### src/rtl/instr_fetch.sv
// Instruction fetch unit: issues single-outstanding word reads to instruction memory
// and presents one fetched word with its PC to the decoder until it is accepted.

module instr_fetch_chk (
  input logic clk_i,
  input logic rst_i,
  input logic rvalid_i,
  input logic rvalid_ok_i
);

  // A response may only arrive while a read is outstanding.
  a_rvalid_expected: assert property (@(posedge clk_i) disable iff (rst_i) rvalid_i |-> rvalid_ok_i)
    else $error("instr_fetch: imem_rvalid_i outside WAIT/FLUSH");

endmodule

module instr_fetch #(
  parameter logic [31:0] RESET_PC = 32'h0000_0000
) (
  input  logic        clk_i,
  input  logic        rst_i,
  output logic        imem_req_o,
  output logic [31:0] imem_addr_o,
  input  logic        imem_gnt_i,
  input  logic        imem_rvalid_i,
  input  logic [31:0] imem_rdata_i,
  input  logic        stall_i,
  input  logic        redirect_i,
  input  logic [31:0] redirect_pc_i,
  output logic        instr_valid_o,
  output logic [31:0] instr_o,
  output logic [31:0] pc_o,
  output logic        misalign_o
);

  typedef enum logic [2:0] {
    IDLE  = 3'd0,
    REQ   = 3'd1,
    WAIT  = 3'd2,
    HOLD  = 3'd3,
    FLUSH = 3'd4
  } state_e;

  state_e      state_r;
  logic [31:0] pc_r;
  logic [31:0] redirect_pc_s;
  logic        rvalid_ok_s;

  assign redirect_pc_s = {redirect_pc_i[31:2], 2'b00};
  assign imem_req_o    = (state_r == REQ);
  assign imem_addr_o   = pc_r;
  assign rvalid_ok_s   = (state_r == WAIT) || (state_r == FLUSH);

  // Fetch sequencing, redirect handling and the registered decoder-side outputs.
  always_ff @(posedge clk_i) begin
    if (rst_i) begin
      state_r       <= IDLE;
      pc_r          <= RESET_PC;
      instr_valid_o <= 1'b0;
      instr_o       <= 32'h0000_0000;
      pc_o          <= RESET_PC;
      misalign_o    <= 1'b0;
    end else if (redirect_i && (state_r != IDLE)) begin
      pc_r          <= redirect_pc_s;
      instr_valid_o <= 1'b0;
      misalign_o    <= |redirect_pc_i[1:0];
      // A read granted now, or still in flight, must have its response swallowed.
      // A response arriving with the redirect is itself the one being dropped.
      case (state_r)
        REQ:     state_r <= imem_gnt_i ? FLUSH : REQ;
        WAIT:    state_r <= imem_rvalid_i ? REQ : FLUSH;
        HOLD:    state_r <= REQ;
        FLUSH:   state_r <= imem_rvalid_i ? REQ : FLUSH;
        default: state_r <= IDLE;
      endcase
    end else begin
      misalign_o <= 1'b0;
      case (state_r)
        IDLE: state_r <= REQ;
        REQ: begin
          if (imem_gnt_i) state_r <= WAIT;
          else            state_r <= REQ;
        end
        WAIT: begin
          if (imem_rvalid_i) begin
            instr_o       <= imem_rdata_i;
            pc_o          <= pc_r;
            instr_valid_o <= 1'b1;
            state_r       <= HOLD;
          end else begin
            state_r <= WAIT;
          end
        end
        HOLD: begin
          if (!stall_i) begin
            instr_valid_o <= 1'b0;
            pc_r          <= pc_r + 32'd4;
            state_r       <= REQ;
          end else begin
            state_r <= HOLD;
          end
        end
        FLUSH: begin
          if (imem_rvalid_i) state_r <= REQ;
          else               state_r <= FLUSH;
        end
        default: state_r <= IDLE;
      endcase
    end
  end

  instr_fetch_chk u_chk (
    .clk_i       (clk_i),
    .rst_i       (rst_i),
    .rvalid_i    (imem_rvalid_i),
    .rvalid_ok_i (rvalid_ok_s)
  );

endmodule

### config.mk
export PLATFORM = sky130hd
export DESIGN_NAME = instr_fetch
export DESIGN_NICKNAME = d
export VERILOG_FILES = /design/src/rtl/instr_fetch.sv
export SDC_FILE = /design/constraint.sdc
export NUM_CORES = 1
export LEC_CHECK = 0
export ABC_CLOCK_PERIOD_IN_PS = 2700
export CORE_MARGIN = 10
export CORE_UTILIZATION = 35
export CTS_BUF_LIST = sky130_fd_sc_hd__clkbuf_4 sky130_fd_sc_hd__clkbuf_8
export DETAILED_ROUTE_END_ITERATION = 16
export HOLD_SLACK_MARGIN = 0.03
export PLACE_DENSITY = 0.68
export SETUP_SLACK_MARGIN = 0.2
export SLEW_MARGIN = 30
export SYNTH_ARGS = -nofsm -noshare
export SYNTH_HDL_FRONTEND = slang
export SYNTH_SLANG_ARGS = --single-unit
### constraint.sdc
create_clock -name clk_i -period 2.7 [get_ports clk_i]
set_input_delay 0.81 -clock clk_i [delete_from_list [all_inputs] [get_ports clk_i]]
set_output_delay 0.81 -clock clk_i [all_outputs]
set_load 0.02 [all_outputs]
==> metrics.cfg <==
[die]
die-area_um2 = 16330
die_h_um = 127.8
fp-row-count = 39
io_pins = 169
core_area_um2 = 11420
dieWidth_um = 127.8
start_util_pct = 35.62

[synth]
yosysTopAreaCell = dfxtp_1
synthDominantCellAreaShare_pct = 47.74
ys_types = 44
synth-seq-cells = 97
synth.avg_cell_area_um2 = 7.960
synth.area.top_cells = dfxtp_1 48%, nand2_1 14%, a21oi_1 8.1%
yosys_warnings = 0
netlist_area_um2 = 4068
synth-seq-area-share_pct = 47.74
syn_inst = 511

[global_route]
grt_overflow = 0
grt_pass1_vias = 3895
track_usage_pct = 15.62
antenna_found_initial = 1
grt_pass1_wl_mm = 20.58
grt_start_max_net_pins = 63

[setup_path]
worstSetupStartpoint = imem_addr_o[13]$_SDFFE_PP0P_
crit_required_ns = 1.89
timing.rr.start = state_r[2]$_SDFF_PP0_
r2r_cells = 5
crit_path_end = imem_addr_o[13]
r2r_setup_slack_ns = 0.64
cp_top_family = buffers and inverters
endpoint_kind = primary output
path_cells = clkdlybuf4s50_1
max_stage_delay_ns = 0.69
cp.arrival_ns = 1.56
start_kind = flip-flop
path_max_fanout = 8
timing_worst_setup_path_type = flip-flop to primary output
cp_num_buf_inv = 1
cp.depth = 1
critPathSlowestCell = clkdlybuf4s50_1
r2r-end = imem_addr_o[29]$_SDFFE_PP0P_

[final_layout]
area_growth_pct = 51.28
num-fill-cells = 1073
fin_util_pct = 53.89
drive_gt1_share_pct = 6.994
layout_commonest_cell = clkdlybuf4s50_1
nets = 738
final_cell_mix = 161 x clkdlybuf4s50_1, 150 x nand2_1, 97 x dfxtp_1

[cts]
cts_hold_buffers = 0
clock_latency_ns = 0.38
cts.sinks = 97
clk_pin_slew_ns = 0.09
cts_buffers = 9
cts_buffer_depth = 2
htreeDepth = 3
cts_root_buf = clkbuf_8
postCtsSetupRepairBufs = 0
cts_tree = done

[routing]
first_pass_iters = 4
dr_wl_met2_mm = 6.465
viasPerCell = 4.934
wl_mm = 13.50
top_layer = met4
wl_met1_mm = 5.784
drc_errors = 0
wl_per_cell_um = 16.54
wl_met3_um = 992
drtIter0Drc = 284
ant_nets = 0
num_vias = 4026

[status]
outcome = finished, final reports clean

[place]
place_congestion = 0.7990
hpwl_mm = 9.898
port_buffers = 164

[sta]
fin_crit_sh_pct = 87.89
timing.fmax_ghz = 0.4214
rsz0062_at_grt = no
tns_ns = 0
min_period_ns = 2.373
relSlewSlack_pct = 50.92
setup_viol = 0
worst_slew_pin_slew_ns = 0.7305
slew_viol_final = 0
hold_viol = 0
finClkSkew_ns = 0.007142

[power_and_ir_drop]
p_total_uw = 3119
p_leak_uw = 0.002053
powerDensity_nw_per_um2 = 506.9
vdd_ir_drop_max_v = 0.0002244

[flow_run]
max_cap_viol_count = 0

[min_path]
hp-start = pc_o[8]$_SDFFE_PP0P_
min_path_type = flip-flop to flip-flop

through the flow:
step           std cells  cell area (um2)  setup WS (ns)  hold WS, ns
2_1_floorplan        514             4079         0.3213       0.5345
3_3_place_gp         798             5882        -0.1911       0.4414
3_5_place_dp         798             5882        -0.2391       0.4472
4_1_cts              814             6121         0.2006       0.4593
5_1_grt              816             6153         0.2649       0.4794
6_report             816             6153         0.3271       0.4558
routing by layer:
metal / vias up / track usage [%]
li1: 2028 / -
met1: 1867 / 18.34
met2: 116 / 25.47
met3: 15 / 4.963
met4: 0 / 7.086
met5: - / 0
registers in the layout, summed over array words and instances, names as in the netlist:
name and cells:
instr_o 32, imem_addr_o 30, pc_o 30, state_r 3
instr_valid_o 1, misalign_o 1
where the power goes:
group	total (uW)	switching, uW	leakage, uW	internal (uW)
Sequential	1550	74.9	0.000787	1480
Combinational	448	212	0.00114	236
Clock	1120	519	0.000123	598
Total	3120	806	0.00205	2310
synth_stat cells (all sizes together):
| master | number |
|---|---|
| nand2 | 150 |
| dfxtp | 97 |
| a21oi | 66 |
| clkbuf | 28 |
| nor2 | 24 |
| o21ai | 22 |
| nand3 | 13 |
| xnor2 | 13 |
| a211oi | 12 |
| xor2 | 12 |
| nand4 | 10 |
| nor3 | 10 |
| buf | 9 |
| inv | 6 |
| a311oi | 5 |
| or3 | 5 |
| nor4 | 4 |
| and2 | 3 |
| nand2b | 3 |
| or4 | 3 |
| and3 | 2 |
| and4 | 2 |
| nor2b | 2 |
| and3b | 1 |
| and4bb | 1 |
| conb | 1 |
| ha | 1 |
| nand3b | 1 |
| nand4b | 1 |
| nand4bb | 1 |
| nor3b | 1 |
| o211ai | 1 |
| o21a | 1 |
cell families (layout without fill, tap and decap cells):
family / after synthesis / after routing / share of synthesized area (%)
other: 1 / 5 / 0.09219
and+or+nand+nor: 237 / 238 / 27.25
xor gates and xnor gates: 25 / 25 / 5.383
adders and majority gates: 1 / 1 / 0.3075
buffers and inverters: 43 / 200 / 4.645
AOI/OAI and AO/OA: 107 / 107 / 14.58
DFF: 97 / 97 / 47.74
cell type report:
type / instances / area [um2] / share of cell area (%)
multi-input combinational: 375 / 1984 / 32.25
inverter: 6 / 22.52 / 0.3660
sequential: 97 / 1942 / 31.56
antenna: 1 / 2.502 / 0.04067
clock buffer: 12 / 165.2 / 2.684
clock inverter: 4 / 73.82 / 1.200
timing repair buffer: 178 / 1784 / 29.00
tap: 143 / 178.9 / 2.908
what timing repair did:
item,CTS,global route
pin swaps,1,3
gates cloned,0,1
endpoints found under the setup margin,3,7
gates resized for setup,0,4
worst min-delay path by stage:
stage / to / slack [ns] / depth (start not counted)
finish: pc_o[8]$_SDFFE_PP0P_ / 0.46 / 2
global placement: instr_o[21]$_SDFFE_PP0P_ / 0.44 / 2
global route: pc_o[4]$_SDFFE_PP0P_ / 0.48 / 2
detailed placement: pc_o[8]$_SDFFE_PP0P_ / 0.45 / 2
CTS: pc_o[8]$_SDFFE_PP0P_ / 0.46 / 2
floorplan: instr_o[0]$_SDFFE_PP0P_ / 0.53 / 2
Note: power is estimated with default switching activity, not from simulation.
